===== src/rtl/demux_ctrl_pkg.sv =====
// demux_ctrl_pkg
//   Shared definitions for the packet demux controller: the controller FSM
//   state type, its width, and the default stall-timeout length.
//   Imported by demux_route_ctrl.
package demux_ctrl_pkg;

   localparam int STATE_W = 2;

   // IDLE    : waiting for a packet header beat
   // FWD     : forwarding body beats into the hold register
   // LAST    : last beat accepted, waiting for it to leave
   // DISCARD : dropping the remainder of a badly addressed packet
   typedef enum logic [STATE_W-1:0] {
      IDLE    = 2'd0,
      FWD     = 2'd1,
      LAST    = 2'd2,
      DISCARD = 2'd3
   } state_t;

   localparam int DEF_TMO = 15;

endpackage


===== src/rtl/demux_1_n.sv =====
// demux_1_n
//   Combinational 1-to-NOUT steering of the valid bit by the select.
//   Data is broadcast unchanged to every consumer.
// Ports
//   sel        in   SELW   output select
//   valid      in   1      valid to steer
//   data       in   DW     beat data
//   out_valid  out  NOUT   one-hot valid (bit sel only)
//   out_data   out  DW     broadcast data
module demux_1_n #(
   parameter int DW   = 8,
   parameter int NOUT = 2,
   parameter int SELW = 1
) (
   input  logic [SELW-1:0] sel,
   input  logic            valid,
   input  logic [DW-1:0]   data,
   output logic [NOUT-1:0] out_valid,
   output logic [DW-1:0]   out_data
);

   generate
      for (genvar gi = 0; gi < NOUT; gi++) begin : g_out
         assign out_valid[gi] = valid & (32'(sel) == 32'(gi));
      end
   endgenerate

   assign out_data = data;

endmodule


===== src/rtl/demux_route_ctrl.sv =====
// demux_route_ctrl
//   Packet-level sequencer for a 1-to-NOUT demux. Takes a valid/ready beat
//   stream, latches the destination from the header beat and holds the
//   select for the whole packet; the select is released only after the last
//   beat has left the one-entry hold register. Badly addressed packets are
//   dropped with a one-cycle err pulse.
//   Optional feature macro: DEMUX_TIMEOUT_EN -- drop a beat that has been
//   stalled by its consumer for TMO consecutive cycles.
// Ports
//   clk        in   1      clock, rising edge
//   rst        in   1      asynchronous reset, active-high
//   in_data    in   DW     input beat data
//   in_dest    in   SELW   destination, sampled on the header beat only
//   in_last    in   1      final beat of a packet
//   in_valid   in   1      input beat valid
//   in_ready   out  1      controller can take a beat
//   out_sel    out  SELW   demux select, held for the whole packet
//   out_data   out  DW     registered beat data
//   out_valid  out  NOUT   one-hot valid at bit out_sel
//   out_ready  in   NOUT   per-output ready
//   busy       out  1      packet in flight
//   err        out  1      one-cycle pulse: bad dest or timeout drop
module demux_route_ctrl
   import demux_ctrl_pkg::*;
#(
   parameter int DW   = 8,
   parameter int NOUT = 2,
   parameter int SELW = 1,
   parameter int TMO  = DEF_TMO
) (
   input  logic            clk,
   input  logic            rst,
   input  logic [DW-1:0]   in_data,
   input  logic [SELW-1:0] in_dest,
   input  logic            in_last,
   input  logic            in_valid,
   output logic            in_ready,
   output logic [SELW-1:0] out_sel,
   output logic [DW-1:0]   out_data,
   output logic [NOUT-1:0] out_valid,
   input  logic [NOUT-1:0] out_ready,
   output logic            busy,
   output logic            err
);

   state_t          state_reg;
   logic [SELW-1:0] sel_reg;
   logic [DW-1:0]   data_reg;
   logic            valid_reg;
   logic            err_reg;
   logic            en_reg;      // holds in_ready low until the first edge after reset

   logic [NOUT-1:0] valid_vec;
   logic [DW-1:0]   data_fan;
   logic            drain;
   logic            xfer;
   logic            dest_ok;
   logic            tmo_hit;

   demux_1_n #(
      .DW   (DW),
      .NOUT (NOUT),
      .SELW (SELW)
   ) u_demux (
      .sel       (sel_reg),
      .valid     (valid_reg),
      .data      (data_reg),
      .out_valid (valid_vec),
      .out_data  (data_fan)
   );

   assign out_valid = valid_vec;
   assign out_data  = data_fan;
   assign out_sel   = sel_reg;
   assign busy      = (state_reg != IDLE);
   assign err       = err_reg;

   // valid_vec is one-hot at sel_reg, so this is out_ready[out_sel] gated by
   // a held beat, and readies of non-selected outputs never contribute.
   assign drain   = |(valid_vec & out_ready);
   assign dest_ok = (32'(in_dest) < 32'(NOUT));
   assign xfer    = in_valid & in_ready;

   always_comb begin
      in_ready = 1'b0;
      if (en_reg) begin
         if (state_reg == DISCARD)
            in_ready = 1'b1;
         else if (state_reg != LAST)
            in_ready = ~valid_reg | drain;
      end
   end

`ifdef DEMUX_TIMEOUT_EN
   localparam int CNTW = (TMO > 1) ? $clog2(TMO + 1) : 1;

   logic [CNTW-1:0] stall_cnt_reg;

   // Fires on the TMO-th consecutive stalled cycle of a held beat.
   assign tmo_hit = valid_reg & ~drain & (32'(stall_cnt_reg) == 32'(TMO - 1));

   always_ff @(posedge clk or posedge rst) begin
      if (rst)
         stall_cnt_reg <= '0;
      else if (!valid_reg || drain || tmo_hit)
         stall_cnt_reg <= '0;
      else
         stall_cnt_reg <= stall_cnt_reg + 1'b1;
   end
`else
   logic [31:0] tmo_unused;

   assign tmo_hit    = 1'b0;
   assign tmo_unused = 32'(TMO);
`endif

   always_ff @(posedge clk or posedge rst) begin
      if (rst) begin
         state_reg <= IDLE;
         sel_reg   <= '0;
         data_reg  <= '0;
         valid_reg <= 1'b0;
         err_reg   <= 1'b0;
         en_reg    <= 1'b0;
      end else begin
         en_reg  <= 1'b1;
         err_reg <= 1'b0;
         case (state_reg)
            IDLE: begin
               // Hold register is always empty here, so the select may move.
               if (xfer) begin
                  if (dest_ok) begin
                     sel_reg   <= in_dest;
                     data_reg  <= in_data;
                     valid_reg <= 1'b1;
                     state_reg <= in_last ? LAST : FWD;
                  end else begin
                     err_reg   <= 1'b1;
                     state_reg <= in_last ? IDLE : DISCARD;
                  end
               end
            end
            FWD: begin
               // A load replaces the beat draining on the same edge: no bubble.
               if (xfer) begin
                  data_reg  <= in_data;
                  valid_reg <= 1'b1;
                  if (in_last)
                     state_reg <= LAST;
               end else if (drain || tmo_hit) begin
                  valid_reg <= 1'b0;
               end
               if (tmo_hit)
                  err_reg <= 1'b1;
            end
            LAST: begin
               if (drain || tmo_hit) begin
                  valid_reg <= 1'b0;
                  err_reg   <= tmo_hit;
                  state_reg <= IDLE;
               end
            end
            DISCARD: begin
               if (xfer && in_last)
                  state_reg <= IDLE;
            end
            default: state_reg <= IDLE;
         endcase
      end
   end

endmodule


===== config.mk =====
export PLATFORM = sky130hd
export DESIGN_NAME = demux_route_ctrl
export DESIGN_NICKNAME = d
export VERILOG_FILES = /design/src/rtl/demux_ctrl_pkg.sv /design/src/rtl/demux_1_n.sv /design/src/rtl/demux_route_ctrl.sv
export SDC_FILE = /design/constraint.sdc
export NUM_CORES = 1
export LEC_CHECK = 0
export ABC_AREA = 1
export BUFFER_PORTS_ARGS = -buffer_cell sky130_fd_sc_hd__buf_2
export CAP_MARGIN = 40
export CORE_UTILIZATION = 53
export CTS_BUF_LIST = sky130_fd_sc_hd__clkbuf_8
export CTS_CLUSTER_DIAMETER = 60
export DETAILED_ROUTE_END_ITERATION = 10
export GPL_ROUTABILITY_DRIVEN = 0
export HOLD_SLACK_MARGIN = 0.06
export PLACE_DENSITY = 0.95
export SETUP_SLACK_MARGIN = 0.02
export SLEW_MARGIN = 20
export SYNTH_ARGS = -nofsm -noshare
export SYNTH_HDL_FRONTEND = slang
export SYNTH_SLANG_ARGS = --single-unit
export TNS_END_PERCENT = 50

===== constraint.sdc =====
create_clock -name clk -period 4.6 [get_ports clk]
set_clock_uncertainty 0.2 [all_clocks]
set_input_delay 0.92 -clock clk [delete_from_list [all_inputs] [get_ports clk]]
set_output_delay 0.92 -clock clk [all_outputs]
set_load 0.005 [all_outputs]

==> results.txt, run 1 <==
* End point of the critical path: in_ready
- The total count of max-transition violations in the final report is 0.
* Wire length of the first global-routing pass: 2484 um
* Total met3 wirelength after detailed routing: around 55 um
* Largest register FFs: 8
* Topmost layer with routed signal wires: met4
* Starting density of the core: 57.36%
* Drt wl/cell: approximately 11 um
- Flop and latch count out of synthesis: 13
* Type of the worst min-delay path: register to register
* Asr flop ratio synth: 100.0%
- Number of top-level pins: 29
- Setup slack on the worst reg-to-reg path comes out at between 2 and 3 ns.
- Once detail routing completed, the nets flagged for antenna violations numbered 0.
- In the final layout, the share of cells above drive strength 1 is 32.79%.
* Total power per unit cell area: between 600 and 700 nW/um^2
- IR analysis of the VDD net gives a maximum drop of 0.4042 mV.
* Peak fanout along the critical path: 3
- STA puts the critical path data required time at 3.48 ns.
* Netlist area before placement: between 700 and 800 sq um
- The via count of the first global-routing pass was 622.
- Ys flop type: dfrtp_1
- First-iteration detailed-routing DRC count: 10
- Area delta synth->final: 25.50%
- Result of the run: finished clean
- Crit path kind: primary input to primary output
* Final setup violating endpoints: 0
- Entering global routing, the biggest net connects 14 pins.
- Port buffering added 27 buffers.
- The number of different library cells used by synthesis comes to 21.
- Total via count after detailed routing: about 670
- The analysis attributes to cell leakage a power of around 0.00056 uW.
* Worst flop-to-flop path endpoint: data_reg[7]
* Initial antenna violation count: 0
- Measured in cells, the most critical reg-to-reg path has a length of 8.
* Peak clock frequency supported by timing: approximately 370 MHz
- After clock tree synthesis, the setup repair step added 0 buffers.
* Die extent in y: 39.76 um
- dfrtp_1 takes more of the synthesized area than any other cell.
* Worst setup path startpoint: out_ready[1]
- Pre-antenna DRT Iters: 5
* Number of max-capacitance violations reported: 0
- Hold Slack: 0.2753 ns
* RSZ-0062 raised after global routing: false
* Diodes inserted: 0
- In this run the clock root is driven by a clkbuf_8.
* # hold bufs at CTS: 0
- Hold violation count in the final report: 0
- Yosys warning total: 0
- By area the synthesized netlist is led by dfrtp_1 (43%), nand2_1 (18%), ha_1 (8.3%).
* Area of the core: between 1000 and 1500 sq um
* Number of H-tree levels: 1
- Post-layout instance count excluding filler cells: approximately 140
* Post-Synthesis Net Count: 112
- Number of vias per cell: between 4 and 5
- Global routing consumed, over all layers together, ~25% of the routing resources.
- Sequential area share after synthesis: a little over two fifths
- Overall overflow remaining after global route: 0
- STA puts the critical path data arrival time at 1.56 ns.
- HPWL Detailed: around 1200 um
* Clk sink count: 13
* Insertion delay of the later-clocked pin in the worst-skew pair: roughly 0.24 ns
- Met2 Routed Length: roughly 770 um
* Number of cells upsized or downsized after cts: 0
- Share of the synthesized area in the top cell type: a little over two fifths
* Number of cell rows: 13
- In this run the critical register-to-register path is launched from state_reg[1].
- Drt total wl: between 1000 and 1500 um
- Floorplan die width: between 30 and 40 um
- Number of enable flip-flop cells after synthesis: 0
* Endpoint class of the critical path: primary output
- Avg Inst Size Synth: roughly 8.2 sq um
- The die covers 1581 sq um.
- Gate count after technology mapping: between 90 and 100
- CTS tree: yes
- Clock-pin slew was measured on the worst setup and hold paths at about 0.060 ns.
* Final layout net count: roughly 140
- Setup slack closes at between 1.5 and 2 ns.
* # DRC: 0
* Leading post-synthesis cells by instance count: nand2_1 (37), dfrtp_1 (13), inv_1 (11)
- Fin Setup TNS: 0 ns
- DP Worst Slack: between 1.5 and 2 ns
* # placed instances: approximately 130
- Wl on met1: ~640 um
- Crit share post-route: around 58%
* Num CTS Buffers: 3
- Maximum clock path buffer count: 2
- nand2_1 is the most common cell in the netlist.
- CP Launch Type: primary input
- For the finished layout, the period the worst path requires is ~2.7 ns.
[where the power goes]
group          switching (uW)  internal (uW)  total (uW)  leakage, uW
Clock                    40.9           59.8         101    0.0000255
Combinational             174            126         300     0.000377
Sequential               44.9            165         210     0.000162
[layout by cell type (no fill, tap or decap)]
master     Yosys  routed
a21boi_2       1       1
a21o_1         1       1
a21oi_1        1       1
buf_2          0      27
clkbuf_8       0       3
clkinv_2       1       2
conb_1         2       2
dfrtp_1       13      13
ha_1           5       5
inv_1         11      11
nand2_1       37      37
nand2_2        1       1
nand3_1        3       3
nand3_2        2       2
nand3_4        1       1
nand4_1        1       1
nand4_2        1       1
nand4_4        1       1
nor2_1         4       4
nor2_2         1       1
o2111ai_1      1       1
o21ai_0        3       3
[area by class of cell]
class	instances	area [sq um]
clock inverter	1	5.005
timing repair buffer	27	135.1
multi-input combinational	66	376.6
inverter	12	46.29
fill	108	369.1
tap	15	18.77
clock buffer	3	41.29
sequential	13	325.3
[worst min-delay path by stage]
| stage | endpoint | cells after the start | from |
|---|---|---|---|
| 5_1_grt | data_reg[6] | 2 | data_reg[6] |
| 6_report | data_reg[6] | 2 | data_reg[6] |
| 3_3_place_gp | data_reg[2] | 2 | data_reg[2] |
| 3_5_place_dp | data_reg[5] | 2 | data_reg[5] |
| 4_1_cts | data_reg[5] | 2 | data_reg[5] |
| 2_1_floorplan | data_reg[0] | 2 | data_reg[0] |
[kinds of logic after synthesis]
family	count (synthesis)	synth area share, %
simple gates	52	34.27
buf+inv	13	7.119
flops	13	43.05
compound gates	7	6.291
fa+ha+maj	5	8.278
other cells	2	0.9937
[metal layers]
layer	vias to the layer above	track usage (%)
li1	343	-
met1	300	28.57
met2	24	43.03
met3	2	3.409
met4	0	15.52
met5	-	0
[worst max-delay path, stage by stage]
cell and delay [ns]:
buf_2 0.10, nand3_2 0.09, nand4_2 0.19, nand2_1 0.11, inv_1 0.03, buf_2 0.11
[stage by stage]
stage | instance area [sq um] | utilization (%) | total power, uW
2_1_floorplan | 755.7 | - | 409.5
3_3_place_gp | 902.1 | 68.47 | 492.1
3_5_place_dp | 902.1 | 68.47 | 515.1
4_1_cts | 948.4 | 71.98 | 620.5
5_1_grt | 948.4 | 71.98 | 676.7
6_report | 948.4 | 71.98 | 610.6
No activity file was read; power rests on OpenSTA's default activity.
==> run 2: changes to the inputs <==
--- a/config.mk
+++ b/config.mk
@@ -5,16 +5,16 @@
 export SDC_FILE = /design/constraint.sdc
 export NUM_CORES = 1
 export LEC_CHECK = 0
-export ABC_AREA = 1
+export ABC_AREA = 0
 export BUFFER_PORTS_ARGS = -buffer_cell sky130_fd_sc_hd__buf_2
 export CAP_MARGIN = 40
-export CORE_UTILIZATION = 53
+export CORE_UTILIZATION = 49
 export CTS_BUF_LIST = sky130_fd_sc_hd__clkbuf_8
 export CTS_CLUSTER_DIAMETER = 60
 export DETAILED_ROUTE_END_ITERATION = 10
 export GPL_ROUTABILITY_DRIVEN = 0
 export HOLD_SLACK_MARGIN = 0.06
-export PLACE_DENSITY = 0.95
+export PLACE_DENSITY = 0.91
 export SETUP_SLACK_MARGIN = 0.02
 export SLEW_MARGIN = 20
 export SYNTH_ARGS = -nofsm -noshare
==> constraint.sdc (replaced) <==
create_clock -name clk -period 2.6 [get_ports clk]
set_clock_uncertainty 0.2 [all_clocks]
set_input_delay 0.52 -clock clk [delete_from_list [all_inputs] [get_ports clk]]
set_output_delay 0.52 -clock clk [all_outputs]
set_load 0.005 [all_outputs]
==> results.txt, run 2 <==
- Stage delay of the slowest cell on the critical path: 0.53 ns (+0.34 ns)
* Chain of cells forming the critical path: inv_1 -> ha_1 -> o21ba_2 -> a211oi_1 -> o21ai_0 -> a211o_1
* Leading post-synthesis cells by instance count: dfrtp_1 (13), mux2_2 (10), ha_1 (5), inv_1 (5)
- The H-tree depth reported by CTS is 1 (unchanged).
- Diodes inserted: 0 (unchanged)
- DP Worst Slack: 0.3687 ns (-1.542 ns)
* Gate count after technology mapping: 68 (-26%)
* Area delta synth->final: 23.96%
- Ys flop type: dfrtp_1
- Commonest cells after routing, fill and taps aside: buf_2 (27), dfrtp_1 (13), mux2_2 (10)
* Wire length of the first global-routing pass: 2401 um (-3.3%)
* Clk slew on worst S/H paths: 0.05 ns (about the same)
* Number of nets with antenna violations after routing: 0 (unchanged)
* Worst endpoint required time: 2.52 ns (-0.96 ns)
- CP Launch Type: register
* Maximum resistive drop on vdd: 0.6885 mV (+70%)
* Commonest non-fill, non-tap cell in the layout: buf_2
* Most area-consuming cells after synthesis: dfrtp_1 (43%), mux2_2 (15%), ha_1 (8.3%)
- Maximum number of pins on one net before global-route repair: 14 (unchanged)
- Clk sink count: 13 (unchanged)
- The quantity of I/O buffers inserted on ports is 27 (unchanged).
- The tree is rooted in a clkbuf_8.
* Number of cells upsized or downsized after cts: 0 (unchanged)
- Total via count after detailed routing: 600 (-10%)
- The clock buffer count from CTS came to 3 (unchanged).
- Overall track demand over capacity in global routing: 22.54% (-2.4 points)
* Die outline area: 1695 sq um (+7.2%)
- Post-Synthesis Net Count: 88 (-21%)
- The minimum setup slack in the final design is 0.3247 ns (-1.596 ns).
* # hold bufs at CTS: 0 (unchanged)
- Kind of cell adding the most delay to the critical path: compound AO/OA/AOI/OAI gates
- Via count of the first global-routing pass: 552 (-11%)
* # DRC: 0 (unchanged)
* Data arrival time at the worst-slack endpoint: 2.20 ns (+0.64 ns)
* Final instance area: 932.1 sq um (-1.7%)
* Share of the synthesized area in the top cell type: 43.26% (+0.21 points)
- In the post-synthesis netlist, the cell with the most instances is dfrtp_1.
- Endpoint class of the critical path: register
* Pre-antenna DRT Iters: 3 (-2)
* RSZ-0062 raised after global routing: false
- The row count came to 13 (unchanged).
- Number of enable flip-flop cells after synthesis: 0 (unchanged)
* Final layout net count: 118 (-17%)
* Cell taking the most area after synthesis: dfrtp_1
- Number of top-level pins: 29 (unchanged)
* Number of pins exceeding their max-slew limit in the final report: 0 (unchanged)
- Crit share post-route: between 80 and 90%
- The total of warnings raised by yosys was 0 (unchanged).
- Number of vias per cell: 5.357 (+9.7%)
* Area post-placement: 887.1 sq um (-1.7%)
* Insertion delay of the later-clocked pin in the worst-skew pair: 0.24 ns (about the same)
- The leakage dissipation came to 0.0004774 uW (-15%).
- Asr flop ratio synth: 100.0% (unchanged)
- Type of the worst min-delay path: primary input to asynchronous set/reset pin
* Total power per unit cell area: 1112 nW/um^2 (+73%)
* Sequential area share after synthesis: 43.26% (+0.21 points)
- The initial antenna violation count is 0 (unchanged).
- The routed length per instance was 13.63 um (+27%).
* First-iteration detailed-routing DRC count: 9 (-1)
- Area of the core: 1366 sq um (+3.7%)
- Distinct cells, synth: 27 (+29%)
- Final setup violating endpoints: 0 (unchanged)
- The total setup buffers inserted after CTS came to 0 (unchanged).
- The flow ran to the end, and the final reports show no timing, DRC or antenna violations.
- Master of the slowest instance on the critical path: dfrtp_1
- The share of cells above drive strength 1 is 45.36% (+13 points).
- Netlist area before placement: 752.0 sq um (-0.50%)
* CTS tree: yes
- HPWL Detailed: 1202 um (about the same)
- Count of buffer and inverter cells on the critical path: 1 (-2)
* Hold Slack: 0.08278 ns (-0.1926 ns)
* Crit path kind: register to register
- The top fanout value on the critical path was 9 (+6).
- The worst path in the final design needs a cycle of roughly 2.3 ns, including I/O delays and setup.
- The synthesis-stage register bit count was 13 (unchanged).
- Fin Setup TNS: 0 ns (unchanged)
* Drt total wl: 1527 um (+3.5%)
* Overall overflow remaining after global route: 0 (unchanged)
* Maximum clock path buffer count: 2 (unchanged)
* Avg Inst Size Synth: 11.06 sq um (+35%)
- For this run, the top clock speed supported by timing is between 400 and 500 MHz.
- Hold violation count in the final report: 0 (unchanged)
* Starting density of the core: 55.04% (-2.3 points)
- Largest register FFs: 8 (unchanged)
* Number of max-capacitance violations reported: 0 (unchanged)
* Floorplan die width: 41.18 um (+3.6%)
* Die extent in y: 41.18 um (+3.6%)
[run 2: final timing paths]
kind / startpoint / slack, ns / cells past startpoint / endpoint
max: state_reg[1] / 0.32 / 6 / state_reg[0]
min: rst / 0.08 / 2 / data_reg[2]
max reg2reg: state_reg[1] / 0.32 / 6 / state_reg[0]
min reg2reg: data_reg[2] / 0.30 / 1 / data_reg[2]
max in group asynchronous: rst / 1.80 / 2 / data_reg[0]
min in group clk: data_reg[2] / 0.30 / 1 / data_reg[2]
[run 2: cells by family (layout without fill, tap and decap cells)]
| kind of cell | after synthesis | count (layout) | share of synthesized area [%] |
|---|---|---|---|
| AOI/OAI and AO/OA | 14 | 14 | 14.48 |
| adders and majority gates | 5 | 5 | 8.319 |
| buffers and inverters | 7 | 36 | 4.992 |
| DFF | 13 | 13 | 43.26 |
| muxes | 11 | 11 | 16.81 |
| other | 2 | 2 | 0.9987 |
| and+or+nand+nor | 16 | 16 | 11.15 |
[run 2: through the flow]
step	power, uW	utilization, %	cells
after global placement	836.2	64.93	108
final	1037	68.22	112
after detailed placement	867.6	64.93	108
after CTS	1041	68.22	112
after floorplan	689.7	-	68
after global routing	1111	68.22	112
[run 2: power by group]
part / switching [uW] / internal (uW) / total [uW]
Clock: 66.9 / 104 / 171
Combinational: 233 / 261 / 494
Sequential: 77.2 / 295 / 372
Total: 377 / 660 / 1040
[run 2: per-layer routing]
layer	global-route usage (%)	up-vias	routed length, um
met5	0	-	0
met4	7.258	0	13
met3	4.891	2	68
met2	43.75	24	771
met1	23.43	281	673
li1	-	293	-
[run 2: layout make-up]
cell class              count  area [sq um]
fillers                   106         434.2
multi-input cells          48         389.1
flip-flops and latches     13         325.3
repair buffers             27         135.1
clock buffers               3         41.29
inverters                   5         18.77
well taps                  15         18.77
clock inverters             1         3.754
==> run 3: changes to the inputs <==
--- a/config.mk
+++ b/config.mk
@@ -8,7 +8,9 @@
 export ABC_AREA = 0
 export BUFFER_PORTS_ARGS = -buffer_cell sky130_fd_sc_hd__buf_2
 export CAP_MARGIN = 40
-export CORE_UTILIZATION = 49
+export CELL_PAD_IN_SITES_DETAIL_PLACEMENT = 1
+export CELL_PAD_IN_SITES_GLOBAL_PLACEMENT = 1
+export CORE_UTILIZATION = 37
 export CTS_BUF_LIST = sky130_fd_sc_hd__clkbuf_8
 export CTS_CLUSTER_DIAMETER = 60
 export DETAILED_ROUTE_END_ITERATION = 10
==> results.txt, run 3 (same netlist as run 2, synthesis figures left out) <==
- Number of cell rows: 15 (+2)
* Fraction of layout cells with a size suffix above 1: 45.36% (unchanged)
- The number of DRC markers in iteration 0 is 5 (-4).
- Diodes inserted: 0 (unchanged)
* CP Launch Type: register
* Fin crit period: 2.248 ns (-0.02744 ns)
- The data arrival time of the critical path came to 2.17 ns (-0.03 ns).
- Pre-antenna DRT Iters: 4 (+1)
- The worst setup path is of the register to register kind.
- Clk sink count: 13 (unchanged)
* Num CTS Buffers: 3 (unchanged)
- The total count of max-transition violations in the final report is 0 (unchanged).
- Overall track demand over capacity in global routing: 18.62% (-3.9 points)
- In the layout the commonest cells are buf_2 (27), dfrtp_1 (13), mux2_2 (10).
- The number of max-capacitance violations reported is 0 (unchanged).
* Number of cells upsized or downsized after cts: 0 (unchanged)
- Worst endpoint required time: 2.52 ns (about the same)
- Maximum number of pins on one net before global-route repair: 14 (unchanged)
- The setup TNS after final layout is 0 ns (unchanged).
- Result of the run: finished clean
- The count of vias placed by the detailed router came to 620 (+3.3%).
* Final worst setup slack: 0.3522 ns (+0.02744 ns)
- Maximum clock path buffer count: 2 (unchanged)
* Via count of the first global-routing pass: 627 (+14%)
- The end-of-flow core utilization is 51.89% (-16 points).
* DP Worst Slack: 0.3520 ns (-0.01670 ns)
* Insertion delay of the later-clocked pin in the worst-skew pair: 0.24 ns (about the same)
- The die span in x is 47.08 um (+14%).
- Area used by sequential logic in the layout: 325.3 sq um (unchanged)
- The clock-pin slew on the worst setup and hold paths was 0.05 ns (about the same).
- Total power per unit cell area: 1105 nW/um^2 (-0.69%)
* Drt wl/cell: 13.88 um (+1.8%)
- Clock tree synthesis selected as its root buffer the cell clkbuf_8.
- TritonCTS built the clock tree.
* RSZ-0062 raised after global routing: false
- Multi-input gate area: 389.1 sq um (unchanged)
- The setup-violating endpoint count in the final report is 0 (unchanged).
* Starting density of the core: 41.31% (-14 points)
- Endpoint class of the critical path: register
- Area delta synth->final: 25.62%
- The final wirelength was 1693 um (+11%).
- The post-detailed-route DRC marker count came to 0 (unchanged).
- Leak pwr: 0.0004774 uW (unchanged)
- Largest register FFs: 8 (unchanged)
* Hold violation count in the final report: 0 (unchanged)
* Crit share post-route: 86.46% (-1.1 points)
- The layout net count came to 118 (unchanged).
- Number of vias per cell: 5.082 (-5.1%)
- Die outline area: 2217 sq um (+31%)
* Number of nets with antenna violations after routing: 0 (unchanged)
- In this run the worst hold path is classified as primary input to asynchronous set/reset pin.
* Final instance area: 944.7 sq um (+1.3%)
- HPWL Detailed: 1349 um (+12%)
- Number of H-tree levels: 1 (unchanged)
- Number of top-level pins: 29 (unchanged)
* Initial antenna violation count: 0 (unchanged)
- The fmax was 444.9 MHz (+1.2%).
- Layout fillers: 221 (+110%)
- Commonest non-fill, non-tap cell in the layout: buf_2
- The quantity of I/O buffers inserted on ports came to 27 (unchanged).
- The top fanout value on the critical path came to 9 (unchanged).
- The cell area after placement was 899.6 sq um (+1.4%).
- # hold bufs at CTS: 0 (unchanged)
- The total setup buffers inserted after CTS is 0 (unchanged).
- Wire length of the first global-routing pass: 2842 um (+18%)
* Maximum resistive drop on vdd: 0.5884 mV (-15%)
* Die extent in y: 47.08 um (+14%)
* Area of the core: 1821 sq um (+33%)
* Overall overflow remaining after global route: 0 (unchanged)
[run 3: cell counts in the layout (fill, tap and decap cells not counted)]
No cell type changed its count.
[run 3: stage by stage]
| step | total power, uW | hold WS (ns) | instances |
|---|---|---|---|
| floorplan | 689.7 | 0.1970 | 68 |
| global placement | 846.4 | 0.2856 | 118 |
| detailed placement | 875.2 | 0.2922 | 118 |
| CTS | 1053 | 0.1071 | 122 |
| global route | 1129 | 0.1332 | 122 |
| finish | 1043 | 0.09388 | 122 |
[run 3: path summary, 6_finish.rpt]
path,start,end,slack (ns),cells after the start
worst min-delay path,rst,state_reg[0],0.09,2
worst max-delay path,state_reg[1],state_reg[0],0.35,6
min in group clk,data_reg[4],data_reg[4],0.30,1
worst max register to register,state_reg[1],state_reg[0],0.35,6
max in group asynchronous,rst,out_sel,1.78,2
worst min register to register,data_reg[4],data_reg[4],0.30,1
[run 3: critical path, stage by stage, from the launching register on]
cell and delay, ns:
dfrtp_1 0.51, inv_1 0.12, ha_1 0.28, o21ba_2 0.22, a211oi_1 0.33, o21ai_0 0.16
a211o_1 0.31
[run 3: power breakdown]
part	internal, uW	total [uW]	switching [uW]
logic	261	499	238
clock network	104	171	66.6
registers	295	374	78.9
total	660	1040	384
[run 3: cell type report]
type                       count  share of cell area, %
tap                           25                  3.311
multi-input combinational     48                  41.19
sequential                    13                  34.44
inverter                       5                  1.987
clock buffer                   3                  4.371
timing repair buffer          27                  14.30
clock inverter                 1                 0.3974
[run 3: per-layer routing]
metal	up-vias	GRT usage [%]	share of wire, %
met5	-	0	0
met4	0	10.29	2.1
met3	4	1.154	4.3
met2	27	31.94	48
met1	298	23.36	45
li1	291	-	-
